File: src/rtl/csr_pkg.sv
// Shared definitions for the machine-mode trap sequencer.
// Holds CSR addresses, mstatus/mie bit positions, interrupt cause codes, the
// sequencer state enum, and helpers that build the mstatus values written on
// trap entry and mret.
package csr_pkg;

  localparam logic [11:0] CsrMstatus = 12'h300;
  localparam logic [11:0] CsrMie     = 12'h304;
  localparam logic [11:0] CsrMtvec   = 12'h305;
  localparam logic [11:0] CsrMepc    = 12'h341;
  localparam logic [11:0] CsrMcause  = 12'h342;

  localparam int unsigned MstatusMie   = 3;
  localparam int unsigned MstatusMpie  = 7;
  localparam int unsigned MstatusMppLo = 11;
  localparam int unsigned MstatusMppHi = 12;

  localparam int unsigned MieMtie = 7;
  localparam int unsigned MieMeie = 11;

  localparam logic [31:0] CauseMExt   = 32'h8000_000B;
  localparam logic [31:0] CauseMTimer = 32'h8000_0007;

  typedef enum logic [2:0] {
    StIdle,
    StSaveEpc,
    StSaveCause,
    StUpdStatus,
    StMretStatus,
    StWfiSleep,
    StRedirect
  } trap_state_e;

  // Trap entry: MPIE <- MIE, MIE <- 0, MPP <- M.
  function automatic logic [31:0] trap_mstatus(input logic [31:0] mstatus);
    logic [31:0] res;
    res                            = mstatus;
    res[MstatusMpie]               = mstatus[MstatusMie];
    res[MstatusMie]                = 1'b0;
    res[MstatusMppHi:MstatusMppLo] = 2'b11;
    return res;
  endfunction

  // mret: MIE <- MPIE, MPIE <- 1, MPP <- M.
  function automatic logic [31:0] mret_mstatus(input logic [31:0] mstatus);
    logic [31:0] res;
    res                            = mstatus;
    res[MstatusMie]                = mstatus[MstatusMpie];
    res[MstatusMpie]               = 1'b1;
    res[MstatusMppHi:MstatusMppLo] = 2'b11;
    return res;
  endfunction

endpackage

File: src/rtl/csr_wport_mux.sv
// CSR write-port arbiter between the pipeline and the trap sequencer.
// Ports:
//   sel_fsm               - 1 selects the sequencer source, 0 the pipeline
//   fsm_we/waddr/wdata    - sequencer write source
//   pipe_we/waddr/wdata   - pipeline write source
//   csr_we/waddr/wdata    - the single CSR write port
// Address and data are forced to zero when no write is issued.
module csr_wport_mux #(
  parameter int unsigned DATA_WIDTH = 32,
  parameter int unsigned ADDR_WIDTH = 12
) (
  input  logic                  sel_fsm,
  input  logic                  fsm_we,
  input  logic [ADDR_WIDTH-1:0] fsm_waddr,
  input  logic [DATA_WIDTH-1:0] fsm_wdata,
  input  logic                  pipe_we,
  input  logic [ADDR_WIDTH-1:0] pipe_waddr,
  input  logic [DATA_WIDTH-1:0] pipe_wdata,
  output logic                  csr_we,
  output logic [ADDR_WIDTH-1:0] csr_waddr,
  output logic [DATA_WIDTH-1:0] csr_wdata
);

  always_comb begin
    csr_we    = 1'b0;
    csr_waddr = '0;
    csr_wdata = '0;
    if (sel_fsm) begin
      if (fsm_we) begin
        csr_we    = 1'b1;
        csr_waddr = fsm_waddr;
        csr_wdata = fsm_wdata;
      end
    end else if (pipe_we) begin
      csr_we    = 1'b1;
      csr_waddr = pipe_waddr;
      csr_wdata = pipe_wdata;
    end
  end

endmodule

File: src/rtl/csr_trap_ctrl.sv
// Machine-mode trap/interrupt sequencer owning the single CSR write port.
// Ports:
//   clk, rst                   - clock, asynchronous active-high reset
//   csr_req_*                  - pipeline CSR write request / accept
//   ext_irq, timer_irq         - interrupt levels
//   mret_valid, wfi_valid      - mret / wfi in EX; ex_pc is its PC
//   mstatus_q..mepc_q          - current CSR values
//   csr_we/waddr/wdata         - CSR write port
//   stall                      - freeze IF/ID/EX
//   redirect_valid/pc          - one-cycle PC redirect
// Trap entry writes mepc, mcause, mstatus on consecutive cycles then redirects
// to mtvec; mret writes mstatus then redirects to mepc.
module csr_trap_ctrl
  import csr_pkg::*;
#(
  parameter int unsigned DATA_WIDTH = 32,
  parameter int unsigned ADDR_WIDTH = 12
) (
  input  logic                  clk,
  input  logic                  rst,
  input  logic                  csr_req_valid,
  input  logic [ADDR_WIDTH-1:0] csr_req_addr,
  input  logic [DATA_WIDTH-1:0] csr_req_wdata,
  output logic                  csr_req_ready,
  input  logic                  ext_irq,
  input  logic                  timer_irq,
  input  logic                  mret_valid,
  input  logic                  wfi_valid,
  input  logic [DATA_WIDTH-1:0] ex_pc,
  input  logic [DATA_WIDTH-1:0] mstatus_q,
  input  logic [DATA_WIDTH-1:0] mie_q,
  input  logic [DATA_WIDTH-1:0] mtvec_q,
  input  logic [DATA_WIDTH-1:0] mepc_q,
  output logic                  csr_we,
  output logic [ADDR_WIDTH-1:0] csr_waddr,
  output logic [DATA_WIDTH-1:0] csr_wdata,
  output logic                  stall,
  output logic                  redirect_valid,
  output logic [DATA_WIDTH-1:0] redirect_pc
);

  trap_state_e state_q, state_d;
  logic [DATA_WIDTH-1:0] epc_q, epc_d;
  logic [DATA_WIDTH-1:0] cause_q, cause_d;
  logic [DATA_WIDTH-1:0] target_q, target_d;

  logic                  en_ext, en_tmr, any_irq, take;
  logic [DATA_WIDTH-1:0] cause_sel;

  logic                  sel_fsm, fsm_we, pipe_we, stall_raw;
  logic [ADDR_WIDTH-1:0] fsm_waddr;
  logic [DATA_WIDTH-1:0] fsm_wdata;

  logic unused_bits;
  assign unused_bits = ^{mie_q[DATA_WIDTH-1:12], mie_q[10:8], mie_q[6:0], mtvec_q[1:0]};

  assign en_ext    = ext_irq & mie_q[MieMeie];
  assign en_tmr    = timer_irq & mie_q[MieMtie];
  assign any_irq   = en_ext | en_tmr;
  assign take      = mstatus_q[MstatusMie] & any_irq;
  assign cause_sel = en_ext ? CauseMExt : CauseMTimer;

  always_ff @(posedge clk or posedge rst) begin
    if (rst) begin
      state_q  <= StIdle;
      epc_q    <= '0;
      cause_q  <= '0;
      target_q <= '0;
    end else begin
      state_q  <= state_d;
      epc_q    <= epc_d;
      cause_q  <= cause_d;
      target_q <= target_d;
    end
  end

  always_comb begin
    state_d  = state_q;
    epc_d    = epc_q;
    cause_d  = cause_q;
    target_d = target_q;
    unique case (state_q)
      StIdle: begin
        if (take) begin
          epc_d   = ex_pc;
          cause_d = cause_sel;
          state_d = StSaveEpc;
        end else if (mret_valid) begin
          state_d = StMretStatus;
        end else if (wfi_valid) begin
          state_d = StWfiSleep;
        end
      end
      StSaveEpc:   state_d = StSaveCause;
      StSaveCause: state_d = StUpdStatus;
      StUpdStatus: begin
        target_d = {mtvec_q[DATA_WIDTH-1:2], 2'b00};
        state_d  = StRedirect;
      end
      StMretStatus: begin
        target_d = mepc_q;
        state_d  = StRedirect;
      end
      StWfiSleep: begin
        // Wake ignores MIE; MIE only decides whether the wake becomes a trap.
        if (any_irq) begin
          if (mstatus_q[MstatusMie]) begin
            epc_d   = ex_pc + DATA_WIDTH'(4);
            cause_d = cause_sel;
            state_d = StSaveEpc;
          end else begin
            state_d = StIdle;
          end
        end
      end
      StRedirect: state_d = StIdle;
      default:    state_d = StIdle;
    endcase
  end

  always_comb begin
    sel_fsm        = 1'b0;
    fsm_we         = 1'b0;
    fsm_waddr      = '0;
    fsm_wdata      = '0;
    stall_raw      = 1'b1;
    csr_req_ready  = 1'b0;
    redirect_valid = 1'b0;
    redirect_pc    = '0;
    unique case (state_q)
      StIdle: begin
        if (!(take || mret_valid || wfi_valid)) begin
          stall_raw     = 1'b0;
          csr_req_ready = 1'b1;
        end
      end
      StSaveEpc: begin
        sel_fsm   = 1'b1;
        fsm_we    = 1'b1;
        fsm_waddr = CsrMepc;
        fsm_wdata = epc_q;
      end
      StSaveCause: begin
        sel_fsm   = 1'b1;
        fsm_we    = 1'b1;
        fsm_waddr = CsrMcause;
        fsm_wdata = cause_q;
      end
      StUpdStatus: begin
        sel_fsm   = 1'b1;
        fsm_we    = 1'b1;
        fsm_waddr = CsrMstatus;
        fsm_wdata = trap_mstatus(mstatus_q);
      end
      StMretStatus: begin
        sel_fsm   = 1'b1;
        fsm_we    = 1'b1;
        fsm_waddr = CsrMstatus;
        fsm_wdata = mret_mstatus(mstatus_q);
      end
      StWfiSleep: ;
      StRedirect: begin
        redirect_valid = 1'b1;
        redirect_pc    = target_q;
      end
      default: ;
    endcase
  end

  // While rst is held the state is already IDLE; only ready stays live.
  assign stall   = stall_raw & ~rst;
  assign pipe_we = csr_req_valid & csr_req_ready & ~rst;

  csr_wport_mux #(
    .DATA_WIDTH(DATA_WIDTH),
    .ADDR_WIDTH(ADDR_WIDTH)
  ) u_wport_mux (
    .sel_fsm   (sel_fsm),
    .fsm_we    (fsm_we),
    .fsm_waddr (fsm_waddr),
    .fsm_wdata (fsm_wdata),
    .pipe_we   (pipe_we),
    .pipe_waddr(csr_req_addr),
    .pipe_wdata(csr_req_wdata),
    .csr_we    (csr_we),
    .csr_waddr (csr_waddr),
    .csr_wdata (csr_wdata)
  );

endmodule

File: config.mk
export PLATFORM = sky130hd
export DESIGN_NAME = csr_trap_ctrl
export DESIGN_NICKNAME = d
export VERILOG_FILES = /design/src/rtl/csr_pkg.sv /design/src/rtl/csr_wport_mux.sv /design/src/rtl/csr_trap_ctrl.sv
export SDC_FILE = /design/constraint.sdc
export NUM_CORES = 1
export LEC_CHECK = 0
export BUFFER_PORTS_ARGS = -buffer_cell sky130_fd_sc_hd__buf_2
export CAP_MARGIN = 20
export CORE_AREA = 2 2 112 114
export DETAILED_ROUTE_END_ITERATION = 16
export DIE_AREA = 0 0 114 116
export GPL_TIMING_DRIVEN = 0
export HOLD_SLACK_MARGIN = 0.06
export PLACE_DENSITY = 0.76
export RECOVER_POWER = 100
export SLEW_MARGIN = 30
export SYNTH_ARGS = -nofsm -noshare
export SYNTH_HDL_FRONTEND = slang
export SYNTH_SLANG_ARGS = --single-unit
export TNS_END_PERCENT = 5
File: constraint.sdc
create_clock -name clk -period 3.4 [get_ports clk]
set_clock_uncertainty 0.05 [all_clocks]
set_input_delay 0.17 -clock clk [delete_from_list [all_inputs] [get_ports clk]]
set_output_delay 0.17 -clock clk [all_outputs]
set_load 0.05 [all_outputs]
## Word level (Yosys, flattened, before mapping)

Index checks and enable logic that the tools add are counted.

- Memory bits (read-only): 0
- Logic and storage cells: 63
- Input bits: 211
- Memories: 0
- Register bits after elaboration: 99
- Output and inout bits: 80
- Memory bits (writable): 0
- Latch bits: 0

- Mux-type cells: 31
- Shift-type cells: 0
- Reductions and logical operators: 9
- Equality and inequality tests: 10
- $lt $le $gt $ge: 0
- Divide/modulo/power cells: 0
- Add/subtract/negate cells: 1
- Bitwise operators: 8
- Multiply operators: 0

Operators by type and width:

| operator | count |
|---|---|
| 2-to-1 mux 32 bit | 9 |
| case mux 32 bit (2 select lines) | 3 |
| case mux 32 bit (4 select lines) | 1 |
| adder 32 x 3 -> 32 bit, second input constant | 1 |
| case mux 10 bit (3 select lines) | 1 |
| 2-to-1 mux 12 bit | 2 |
| case mux 3 bit (5 select lines) | 1 |
| 2-to-1 mux 3 bit | 4 |
| equality test 3 bit, second input constant | 3 |
| 2-to-1 mux 1 bit | 9 |
| AND 1 bit | 6 |
| equality test 3 x 2 -> 1 bit, second input constant | 2 |
| != test 2 bit, second input constant | 3 |
| 2-to-1 mux 4 bit | 1 |
| != test 4 bit, second input constant | 1 |
| AND reduction 4 bit | 1 |
| nonzero test 2 bit | 2 |
| OR reduction 4 bit | 1 |
| equality test 3 x 1 -> 1 bit, second input constant | 1 |
| zero test 3 bit | 1 |
| logical OR 1 bit | 2 |
| AND reduction 2 bit | 1 |
| OR reduction 2 bit | 1 |
| inverter 1 bit | 1 |
| OR 1 bit | 1 |

## Logic depth before layout (Yosys ltp)

Gate-level depths: netlist (run 1).

- Depth after elaboration: 11
- Depth in mapped cells: 8
- Gate-level depth less buffers: 5

## By module

A second synthesis (run 1) with hierarchy kept.

- Cells, all modules: 541
- Area total of the unflattened synthesis: 4784.6 sq um

By module, submodules not included:

| module | area each (sq um) | cells an instance | instances |
|---|---|---|---|
| csr_trap_ctrl | 4291.6 | 483 | 1 |
| csr_wport_mux | 493.0 | 58 | 1 |

## Worst setup path after synthesis (run 1)

OpenSTA, ideal clock, no wires.

- Kind: register -> output
- Start: register state_q[0]
- End: output port stall
- Cell stages (with the launch flop): 5
- Buffers on the path: 1
- Setup slack: 0.233 ns
- Arrival time: 2.947 ns
- Path through: dfrtp_1 -> buf_6 -> or4_4 -> a211oi_1 -> nor2_1

- Longest elaborated chain between the ends: 3

Ends and longest elaborated chain:

| what | line | source |
|---|---|---|
| start: declaration | csr_trap_ctrl.sv:42 | `trap_state_e state_q, state_d;` |
| start signal: assignment | csr_trap_ctrl.sv:65 | `state_q <= StIdle;` |
| start signal: assignment | csr_trap_ctrl.sv:70 | `state_q <= state_d;` |
| zero test 3 bit | csr_trap_ctrl.sv:130 | `unique case (state_q)` |
| 2-to-1 mux 1 bit | csr_trap_ctrl.sv:130 |  |
| AND 1 bit | csr_trap_ctrl.sv:171 | `assign stall = stall_raw & ~rst;` |
| end: declaration | csr_trap_ctrl.sv:37 | `output logic stall,` |

No other way between the ends.

## Final worst setup path (run 1)

- Start: register state_q[0]
- End: output port csr_wdata[7]

- Longest elaborated chain between the ends: 6
- Elaborated cells between the ends (all ways): 13
- Classes of those cells: 4 x eq/ne; 5 x mux; 2 x bitwise; 2 x reduce/logical

Ends and longest elaborated chain:

| what | line | source |
|---|---|---|
| zero test 3 bit | csr_trap_ctrl.sv:130 |  |
| 2-to-1 mux 1 bit | csr_trap_ctrl.sv:130 |  |
| AND 1 bit (2 in series) | csr_trap_ctrl.sv:172 | `assign pipe_we = csr_req_valid & csr_req_ready & ~rst;` |
| 2-to-1 mux 32 bit | csr_wport_mux.sv:34 | `end else if (pipe_we) begin` |
| 2-to-1 mux 32 bit * | csr_wport_mux.sv:28 | `if (sel_fsm) begin` |
| end: declaration | csr_trap_ctrl.sv:36 | `output logic [DATA_WIDTH-1:0] csr_wdata,` |

Mark *: on every way between the ends. The rest lies on a longest branch, timed or not.

==> results of run 1 <==
[power by group through the flow]
| stage | combinational [uW] | clock, uW | sequential (uW) |
|---|---|---|---|
| global placement | 3460 | 0 | 1470 |
| global route | 3770 | 1000 | 1520 |
| finish | 3490 | 942 | 1470 |
| CTS | 3530 | 966 | 1470 |
| detailed placement | 3510 | 0 | 1480 |
| floorplan | 2690 | 0 | 1400 |
[cells in the mapped netlist (3+ instances only)]
cell type  count
and4_1         3
a22o_1         3
a221o_2        4
o21ai_0       50
inv_1         30
a21oi_1        6
a221o_1        4
dfrtp_1       70
o31ai_1       11
or3_1          4
nand3_1       17
buf_2         10
nor2b_1        5
nor4_1         3
a22oi_1        3
mux2i_1       31
nand4_1        7
a21o_1         4
a31oi_1       14
xor2_1         5
nand2_1       72
xnor2_1        8
and2_1        11
a222oi_1      24
nor2_1        23
or4_1         20
buf_6          5
o211ai_1       3
clkbuf_1      29
and3_1        33
[state kept, by name, summed over array words and instances (netlist names)]
signal    flops
epc_q        32
target_q     32
cause_q       3
state_q       3
[worst min path at each step]
stage                 from                        to  slack (ps)
2_1_floorplan     ex_pc[0]      epc_q[0]$_DFFE_PP0P_         230
3_3_place_gp      ex_pc[0]      epc_q[0]$_DFFE_PP0P_         310
4_1_cts          ex_pc[30]     epc_q[30]$_DFFE_PP0P_          80
3_5_place_dp           rst   target_q[2]$_DFFE_PP0P_         190
6_report       mtvec_q[27]  target_q[27]$_DFFE_PP0P_          80
5_1_grt          ex_pc[30]     epc_q[30]$_DFFE_PP0P_          80
[per-layer routing]
metal | routed length, um | share of wire | up-vias | global-route usage
li1 | - | - | 2557 | -
met3 | 1078 | 0.066 | 24 | 0.04027
met1 | 6987 | 0.43 | 2536 | 0.3179
met4 | 335 | 0.021 | 0 | 0.07724
met5 | 0 | 0 | - | 0
met2 | 7875 | 0.48 | 213 | 0.3901
[logic make-up (layout without fill, tap and decap cells)]
kind of cell,after synthesis,count (layout),share of synthesized area
buffers and inverters,76,352,0.07256
flip-flops,70,70,0.3748
XOR/XNOR,13,13,0.02436
AND/OR/NAND/NOR,214,214,0.2487
adder cells (fa/ha/maj),1,1,0.002677
AO/OA/AOI/OAI,135,135,0.2080
multiplexers,32,32,0.06881
[critical path, stage by stage, from the launching register on]
cell and delay (ps):
dfrtp_1 390, buf_6 150, or4_4 530, a2111oi_4 830, buf_6 270, a221o_2 160, clkbuf_2 290
[through the flow]
step                setup slack [ps]  hold slack, ps  power [uW]
CTS                            232.6           75.45        5967
floorplan                      232.7           225.4        4085
global route                   100.2           84.85        6288
detailed placement             589.1           188.3        4996
global placement               397.9           314.4        4931
finish                         220.4           83.13        5906
[area by class of cell]
| type | instances | area (sq um) |
|---|---|---|
| sequential | 70 | 1752 |
| clock inverter | 3 | 43.79 |
| inverter | 30 | 113.9 |
| fill | 1182 | 5466 |
| buffer | 46 | 220.2 |
| tap | 147 | 183.9 |
| timing repair buffer | 261 | 1292 |
| multi-input combinational | 395 | 2582 |
| clock buffer | 12 | 256.5 |
[placed cells by master (no fill, tap or decap), drive strengths merged, types with 3 or more instances in the layout]
master / Yosys / final
a21oi: 6 / 6
mux2i: 31 / 31
nor2b: 5 / 5
a22oi: 3 / 3
or4: 21 / 21
buf: 17 / 189
o211ai: 3 / 3
and4: 3 / 3
xor2: 5 / 5
nand3: 17 / 17
a22o: 3 / 3
xnor2: 8 / 8
and3: 33 / 33
nand2: 72 / 72
o31ai: 11 / 11
a211oi: 3 / 3
a21o: 4 / 4
and2: 11 / 11
dfrtp: 70 / 70
a31oi: 14 / 14
nor2: 23 / 23
a222oi: 24 / 24
or3: 4 / 4
dlygate4sd3: 0 / 6
a221o: 8 / 8
clkbuf: 29 / 124
nand4: 8 / 8
nor4: 3 / 3
inv: 30 / 29
or2: 3 / 3
o21ai: 50 / 50
[timing repair]
action / CTS / global route
hold endpoints to repair: 37 / 0
hold buffers: 6 / 0
gates resized for setup: 0 / 0
==> impl_results.md, run 1 <==
- Ys flop type: dfrtp_1
- Synthesis-stage register bit count: 70
- Setup repair after global routing missed its margin: false
- Core Area: 11910 sq um
- Area of the mapped netlist: 4673 sq um
- Net Sw Frac: 0.5171
- Post-synth top area share: 0.3748
- Number of synthesized flops with an enable pin: 0
- PortBufs: 254
- Crit share post-route: 0.9352
- Post-synthesis average cell area: 8.638 sq um
- Sequential fraction of the synthesis area: 0.3748
- Clock power frac: 0.160
- Remaining antenna violation count after routing: 0
- Aggregate routed wire length: 16280 um
- # diodes: 0
- Number of H-tree levels: 3
- Maximum buffer depth of the clock tree: 2
- Internal: 2852 uW
- Flop pwr share: 0.249
- Number of rows created at floorplan: 40
- Util after Layout: 0.5411
- Wire length of the first global-routing pass: 24810 um
- Hpwl dp: 12410 um
- Worst hold path depth: 3
- Worst max-slew margin expressed relative to the limit: -0.002956
- Distinct cell type count after synthesis: 53
- Cell chosen for the clock root: clkbuf_16
- Placement-stage cell area: 6151 sq um
- Reg2Reg Setup Slack: 890 ps
- Highest ir drop seen on vdd: 353.8 uV
- Die Ht: 116 um
- Pin slew with the least headroom to its limit: 1496 ps
- Fraction of final layout cells sized beyond drive strength 1: 0.3158
- Setup violation total in the final timing report: 0
- Count of vias placed by the detailed router: 5330
- Leakage power total: 0.003221 uW
- Part of the total power dissipated in combinational logic: 0.591
- Overall global routing resource usage: 0.2365
- Worst setup path endpoint: csr_wdata[7]
- Clock Pin Slew Worst Setup and Hold Paths: 60 ps
- Net Sw Power: 3054 uW
- Power density normalized to cell area: 916.3 nW/um^2
- WP data required: 3180 ps
- Critical Path Source: state_q[0]$_DFFE_PP0P_
- RR Startpoint: state_q[0]$_DFFE_PP0P_
- Synthesis Warnings: 0
- Leading post-synthesis cells by cell area: dfrtp_1 (37%), mux2i_1 (6.6%), nand2_1 (5.8%)
- Post-CTS setup buffer count: 0
- CP arrival: 2960 ps
- Destination of the worst register-to-register timing path: target_q[21]$_DFFE_PP0P_
- Largest net degree at the start of global routing: 39
- Area leader, netlist: dfrtp_1
- Number of antenna violations at the first check in global routing: 0
- Run status: finished, violations left
- TritonCTS clock tree: built
- Number of endpoints with negative hold slack in the final report: 0
- Average wire per cell in the routed design: 16.88 um
- Number of optimization iterations in the first detailed-route pass: 6
- Critical setup path kind: flip-flop to output pin
- Number of vias per cell: 5.529
- Fin area: 6445 sq um
- Min Clock Period, post-route: 3180 ps
- Residual DRC count: 0
- Top fanout value on the critical path: 10
- Die Footprint: 13220 sq um
- Boundary pin count: 291
- Number of violations reported at the end of detailed-routing iteration 0: 416
- Max Clk Rate: 314.5 MHz
- Number of buffers inserted during clock tree synthesis: 9
- Die span in x: 114 um
- Post-Route Setup TNS: 0 ps
- Vias in the first global route: 4890
- Routability cong.: 0.8560
- Overflow left after global routing: 0
- Synthesized netlist cell count: 541
- Clock sink total: 70
- Total Nets Final: 1025
- Max-slew violation count: 1
- Class of the tightest hold or removal check: input pin to flip-flop
- Element type at the critical path start: flip-flop
- Final cell count without fillers: 964
- Number of maximum-capacitance violations: 1
- Area overhead of the layout relative to synthesis: 37.91%
- Violations in the final reports: max-capacitance violations, max-slew violations
- Kind of capture point of the worst setup path: output pin
- Async S/R FF share, synth: 1.000
- Clk_lat worst skew: 320 ps
- Number of placed instances with taps included: 943
- Initial standard-cell utilization of the core: 0.3923
- Post-synth net total: 753
- R2r worst-path depth: 6
(Power assumes the default switching activity.)
==> inputs of run 2 (changes only) <==
Settings changed: PLACE_DENSITY 0.76 to 0.85.
==> run 2 against run 1 <==
Compared with the run above:
- critical endpoint unchanged
- global-route usage shrank 0.14 points
- core utilization shrank 0.30 points
- the run now ends clean
- power shrank 0.15%
- register-to-register slack lost 20 ps
- worst setup slack lost 86 ps
==> impl_results.md, run 2 (synthesized netlist as in run 1, its figures left out) <==
- Highest ir drop seen on vdd: 303.2 uV
- Leading cell type in the layout, fill and taps excluded: buf_2
- Boundary pin count: 291
- Overflow left after global routing: 0
- Core Area: 11910 sq um
- Number of violations reported at the end of detailed-routing iteration 0: 473
- PortBufs: 254
- RR Startpoint: state_q[1]$_DFFE_PP0P_
- Worst hold path depth: 3
- Residual DRC count: 0
- Registers with the most flip-flops: epc_q: 32 flops, target_q: 32 flops
- Hold EP: epc_q[30]$_DFFE_PP0P_
- Power density normalized to cell area: 920.1 nW/um^2
- Number of endpoints with negative hold slack in the final report: 0
- Clk_lat worst skew: 330 ps
- Aggregate routed wire length: 16310 um
- Kind of capture point of the worst setup path: output pin
- Initial standard-cell utilization of the core: 0.3923
- Setup violation total in the final timing report: 0
- Pin slew with the least headroom to its limit: 1321 ps
- Crit path max-delay cell type: a2111oi_4
- Number of maximum-capacitance violations: 0
- Number of H-tree levels: 3
- Setup repair after global routing missed its margin: false
- Final setup slack of the worst path: 134.5 ps
- Overall global routing resource usage: 0.2350
- Die Footprint: 13220 sq um
- Critical setup path kind: flip-flop to output pin
- Worst max-slew margin expressed relative to the limit: 0.1143
- Place WS: 608.2 ps
- Count of vias placed by the detailed router: 5337
- Number of vias per cell: 5.531
- Reg2Reg Setup Slack: 870 ps
- Hpwl dp: 12410 um
- Max-slew violation count: 0
- Most used cells in the layout excluding fill and tap cells: buf_2 (181), nand2_1 (72), dfrtp_1 (70)
- Clock sink total: 70
- WP data required: 3180 ps
- Routability cong.: 0.8983
- Vias in the first global route: 4787
- Die Ht: 116 um
- Number of antenna violations at the first check in global routing: 1
- Largest net degree at the start of global routing: 42
- Max Clk Rate: 306.2 MHz
- Critical hold path startpoint: ex_pc[30]
- R2r worst-path depth: 5
- Crit share post-route: 0.9605
- Clock Pin Slew Worst Setup and Hold Paths: 60 ps
- Class of the tightest hold or removal check: input pin to flip-flop
- Post-Route Setup TNS: 0 ps
- CP arrival: 3050 ps
- Fraction of final layout cells sized beyond drive strength 1: 0.3158
- Wire length of the first global-routing pass: 24260 um
- Area overhead of the layout relative to synthesis: 37.14%
- Cell mode on critical path: buf_6
- Run status: completed
- Number of rows created at floorplan: 40
- Max incr delay on CP: 870 ps
- Post-CTS setup buffer count: 0
- Top fanout value on the critical path: 10
- Total Nets Final: 1024
- Critical path cell sequence: buf_6 > or4_1 > a2111oi_4 > buf_6 > a221o_2 > buf_2
- Remaining antenna violation count after routing: 0
- Die span in x: 114 um
- Element type at the critical path start: flip-flop
- Average wire per cell in the routed design: 16.90 um
- Leakage power total: 0.003191 uW
- Cell chosen for the clock root: clkbuf_16
- Min Clock Period, post-route: 3266 ps
- Number of buffers inserted during clock tree synthesis: 9
- Destination of the worst register-to-register timing path: target_q[14]$_DFFE_PP0P_
- Util after Layout: 0.5380
- Number of optimization iterations in the first detailed-route pass: 8
- Maximum buffer depth of the clock tree: 2
- TritonCTS clock tree: built
==> run 2: cell count changes in the layout (fill, tap and decap cells not counted), sizes merged <==
cell / before / now
diode: 0 / 1
clkbuf: 124 / 122
clkinvlp: 1 / 3
clkinv: 2 / 4
dlygate4sd3: 6 / 5
buf: 189 / 188
==> run 2: routing by layer <==
layer	global-route usage	vias up	wire length, um
met5	0	-	0
met4	0.09268	0	408
met3	0.04289	30	957
met2	0.3873	220	7957
met1	0.3080	2526	6986
li1	-	2561	-
==> run 2: worst max path at each step <==
stage,startpoint,end,depth (start not counted)
2_1_floorplan,state_q[0]$_DFFE_PP0P_,stall,4
3_3_place_gp,rst,epc_q[17]$_DFFE_PP0P_,2
3_5_place_dp,state_q[0]$_DFFE_PP0P_,csr_wdata[7],6
4_1_cts,state_q[0]$_DFFE_PP0P_,csr_wdata[7],6
5_1_grt,state_q[1]$_DFFE_PP0P_,csr_wdata[7],5
6_report,state_q[0]$_DFFE_PP0P_,csr_wdata[7],6
==> run 2: per-stage QoR <==
stage / hold WS (ps) / power [uW] / cell area (sq um) / std cells
floorplan: 225.4 / 4085 / 4673 / 541
global placement: 320.8 / 4936 / 6128 / 942
detailed placement: 158.1 / 4998 / 6151 / 943
CTS: 61.10 / 5944 / 6491 / 964
global route: 78.00 / 6270 / 6409 / 965
finish: 64.71 / 5897 / 6409 / 965
==> run 2: power by group <==
part           total [uW]  leakage, uW  internal [uW]  switching (uW)
sequential           1470     0.000848           1240             232
clock                 933     0.000141            562             371
combinational        3490      0.00220           1000            2490
total                5900      0.00319           2800            3090
==> run 2: layout make-up <==
cell class / instances / area (sq um)
diodes: 1 / 2.502
plain buffers: 46 / 220.2
clock buffers: 9 / 225.2
clock inverters: 7 / 65.06
fillers: 1158 / 5503
inverters: 30 / 113.9
multi-input cells: 395 / 2564
flip-flops and latches: 70 / 1752
well taps: 147 / 183.9
repair buffers: 260 / 1282
==> run 2: what timing repair did <==
| action | CTS | global route |
|---|---|---|
| resized for setup | 0 | 0 |
| hold buffers | 5 | 0 |
| endpoints found under the hold margin | 33 | 0 |
==> run 2: worst max-delay path: cells and delay by family, from the launching register on <==
family | cells | cell delay, ps
compound gates | 2 | 1070
buf+inv | 3 | 680
flops | 1 | 380
simple gates | 1 | 570
==> inputs of run 3 (changes only) <==
Settings changed: CORE_AREA 2 2 112 114 to 2 2 113 115, DIE_AREA 0 0 114 116 to 0 0 115 117, SYNTH_HIERARCHICAL from default to 1.
==> run 3 against run 2 <==
Compared with the run above:
- the run now ends with max-capacitance violations, max-slew violations left
- non-clock buffer count rose by 4
- global-route usage is 0.34 points higher
- fmax grew 2.2%
- routed wire length up 2.8%
- clock power is 4.6% lower
- synthesized cell count stayed put
- die area up 1.7%
- cell area rose by 2.6%
- hold slack better by 22 ps
- count of clock-buffer cells in the layout increased by 6
- sequential power hardly changed
- via count barely moved
- critical path type unchanged
- critical endpoint is now csr_wdata[11]
==> impl_results.md, run 3 <==
- Run status: finished, violations left
- Violations in the final reports: max-capacitance violations, max-slew violations
- Crit path max-delay family: buffers and inverters
- Registers with the most flip-flops: epc_q: 32 flops, target_q: 32 flops
- Post-synth top cells: dfrtp_1 (70), a22o_1 (69), nor2_1 (53)
- # diodes: 0
- Residual DRC count: 0
- Buffers & Inverters on Critical Path: 5
- Pin slew with the least headroom to its limit: 2041 ps
- Part of the total power dissipated in combinational logic: 0.645
- Largest net degree at the start of global routing: 39
- Element type at the critical path start: flip-flop
- Number of maximum-capacitance violations: 1
- Met1 Track Usage GR: 0.3037
- Net Sw Frac: 0.5248
- Clock Pin Slew Worst Setup and Hold Paths: 50 ps
- Util after Layout: 0.5342
- Total Nets Final: 1032
- Total Power Consumption: 6603 uW
- Initial standard-cell utilization of the core: 0.3886
- Net Sw Power: 3465 uW
- Kind of capture point of the worst setup path: output pin
- Number of buffers inserted during clock tree synthesis: 9
- PortBufs: 256
- Fraction of final layout cells sized beyond drive strength 1: 0.3216
- Ys flop type: dfrtp_1
- Wire length of the first global-routing pass: 24570 um
- Number of rows created at floorplan: 41
- Placement-stage cell area: 6299 sq um
- Top Usage Layer GRT: met2
- Max incr delay on CP: 370 ps
- Aggregate routed wire length: 16770 um
- Critical setup path kind: flip-flop to output pin
- Routability cong.: 0.8884
- Number of placed instances with taps included: 954
- Internal: 3138 uW
- Vias in the first global route: 4762
- Clock power frac: 0.135
- Number of endpoints with negative hold slack in the final report: 0
- Fin area: 6578 sq um
- Critical Path Source: state_q[0]$_DFFE_PP0P_
- RR Startpoint: state_q[0]$_DFFE_PP0P_
- Critical hold path startpoint: ex_pc[25]
- Leakage power total: 0.003032 uW
- Final cell count without fillers: 974
- Boundary pin count: 291
- Clock sink total: 70
- Met3 track demand over resource: 0.04171
- Synthesized netlist cell count: 541
- Die Footprint: 13460 sq um
- Number of H-tree levels: 3
- Critical path cell sequence: buf_4 > nor2_1 > and3_1 > clkbuf_1 > and3_1 > nor2b_1 > buf_2 > clkbuf_2 > a22o_1 > clkbuf_2
- WP data required: 3180 ps
- Most frequent cell after synthesis: dfrtp_1
- Core Area: 12310 sq um
- Die Ht: 117 um
- Post-synthesis average cell area: 8.844 sq um
- Number of antenna violations at the first check in global routing: 1
- Fraction of met2 tracks used by global routing: 0.4082
- Reg2Reg Setup Slack: 800 ps
- Leading cell type in the layout, fill and taps excluded: buf_2
- Overflow left after global routing: 0
- CP arrival: 2970 ps
- Sequential fraction of the synthesis area: 0.3661
- Number of synthesized flops with an enable pin: 0
- Area overhead of the layout relative to synthesis: 37.47%
- Setup repair after global routing missed its margin: false
- Max-slew violation count: 39
- Power density normalized to cell area: 1004 nW/um^2
- Number of vias per cell: 5.474
- Area leader, netlist: dfrtp_1
- Area of the mapped netlist: 4785 sq um
- Crit path max-delay cell type: dfrtp_1
- Overall global routing resource usage: 0.2384
- Most used cells in the layout excluding fill and tap cells: buf_2 (186), dfrtp_1 (70), a22o_1 (69)
- Cell chosen for the clock root: clkbuf_16
- Max Clk Rate: 313.0 MHz
- Remaining antenna violation count after routing: 0
- Post-synth top area share: 0.3661
- Synthesis-stage register bit count: 70
- Hpwl dp: 13350 um
- Average wire per cell in the routed design: 17.22 um
- Crit share post-route: 0.9397
- Final setup slack of the worst path: 205.0 ps
- Setup violation total in the final timing report: 0
- Die span in x: 115 um
- Synthesis Warnings: 6
- Top fanout value on the critical path: 10
- Worst max-slew margin expressed relative to the limit: -0.3608
- Number of optimization iterations in the first detailed-route pass: 5
- TritonCTS clock tree: built
- Number of violations reported at the end of detailed-routing iteration 0: 331
- Distinct cell type count after synthesis: 47
- Maximum buffer depth of the clock tree: 2
- Place WS: 555.5 ps
- Flop pwr share: 0.220
- Async S/R FF share, synth: 1.000
- Class of the tightest hold or removal check: input pin to flip-flop
- Highest ir drop seen on vdd: 385.2 uV
- Count of vias placed by the detailed router: 5332
- Leading post-synthesis cells by cell area: dfrtp_1 (37%), a22o_1 (13%), mux2i_1 (6.7%)
- Clk_lat worst skew: 320 ps
- Min Clock Period, post-route: 3195 ps
[run 3: logic make-up after synthesis]
family	share of synthesized area
AOI/OAI and AO/OA	0.2526
xor gates and xnor gates	0.02197
buffers and inverters	0.05910
muxes	0.07636
and+or+nand+nor	0.2204
other	0.0007838
adders and majority gates	0.002615
DFF	0.3661
[run 3: area by class of cell]
cell class	instances	area (sq um)
fill	1179	5734
multi-input combinational	423	2775
sequential	70	1752
timing repair buffer	262	1294
clock buffer	15	287.8
buffer	48	256.5
tap	150	187.7
inverter	6	25.02
[run 3: worst reg2reg max path: stages, from the launching register on]
cell and delay [ps]:
dfrtp_1 370, buf_4 160, nor3b_1 490, nand2b_1 240
clkbuf_1 550, clkbuf_1 440, nor2_1 80, a21oi_1 150
[run 3: worst paths after layout]
kind,to,depth (start not counted)
max,csr_wdata[11],10
min,epc_q[25]$_DFFE_PP0P_,3
max reg2reg,target_q[8]$_DFFE_PP0P_,7
min reg2reg,cause_q[1]$_DFFE_PP0P_,1
max in group asynchronous,epc_q[28]$_DFFE_PP0P_,4
min in group asynchronous,target_q[26]$_DFFE_PP0P_,3
[run 3: layer usage]
| layer | wire (um) | share of wire |
|---|---|---|
| met5 | 12 | 0.00072 |
| met3 | 1314 | 0.078 |
| met4 | 385 | 0.023 |
| met1 | 6999 | 0.42 |
| met2 | 8060 | 0.48 |
[run 3: metrics by stage]
stage                     hold WS (ps)  setup TNS (ps)
after floorplan                  225.4               0
after global placement           337.2          -25210
after detailed placement         164.7               0
after CTS                        77.38               0
after global routing             99.06               0
final                            86.58               0
[run 3: power groups by stage]
stage / Sequential, uW / Combinational (uW) / Clock [uW]
finish: 1450 / 4260 / 890
global route: 1500 / 4550 / 943
CTS: 1450 / 4290 / 908
detailed placement: 1470 / 4280 / 0
global placement: 1450 / 4220 / 0
floorplan: 1380 / 3260 / 0
[run 3: what timing repair did]
action                                 CTS  global route
hold buffers                             5             0
endpoints found under the hold margin   36             0
setup buffers                            0             0
resized for setup                        0             1
setup endpoints to repair                0             1
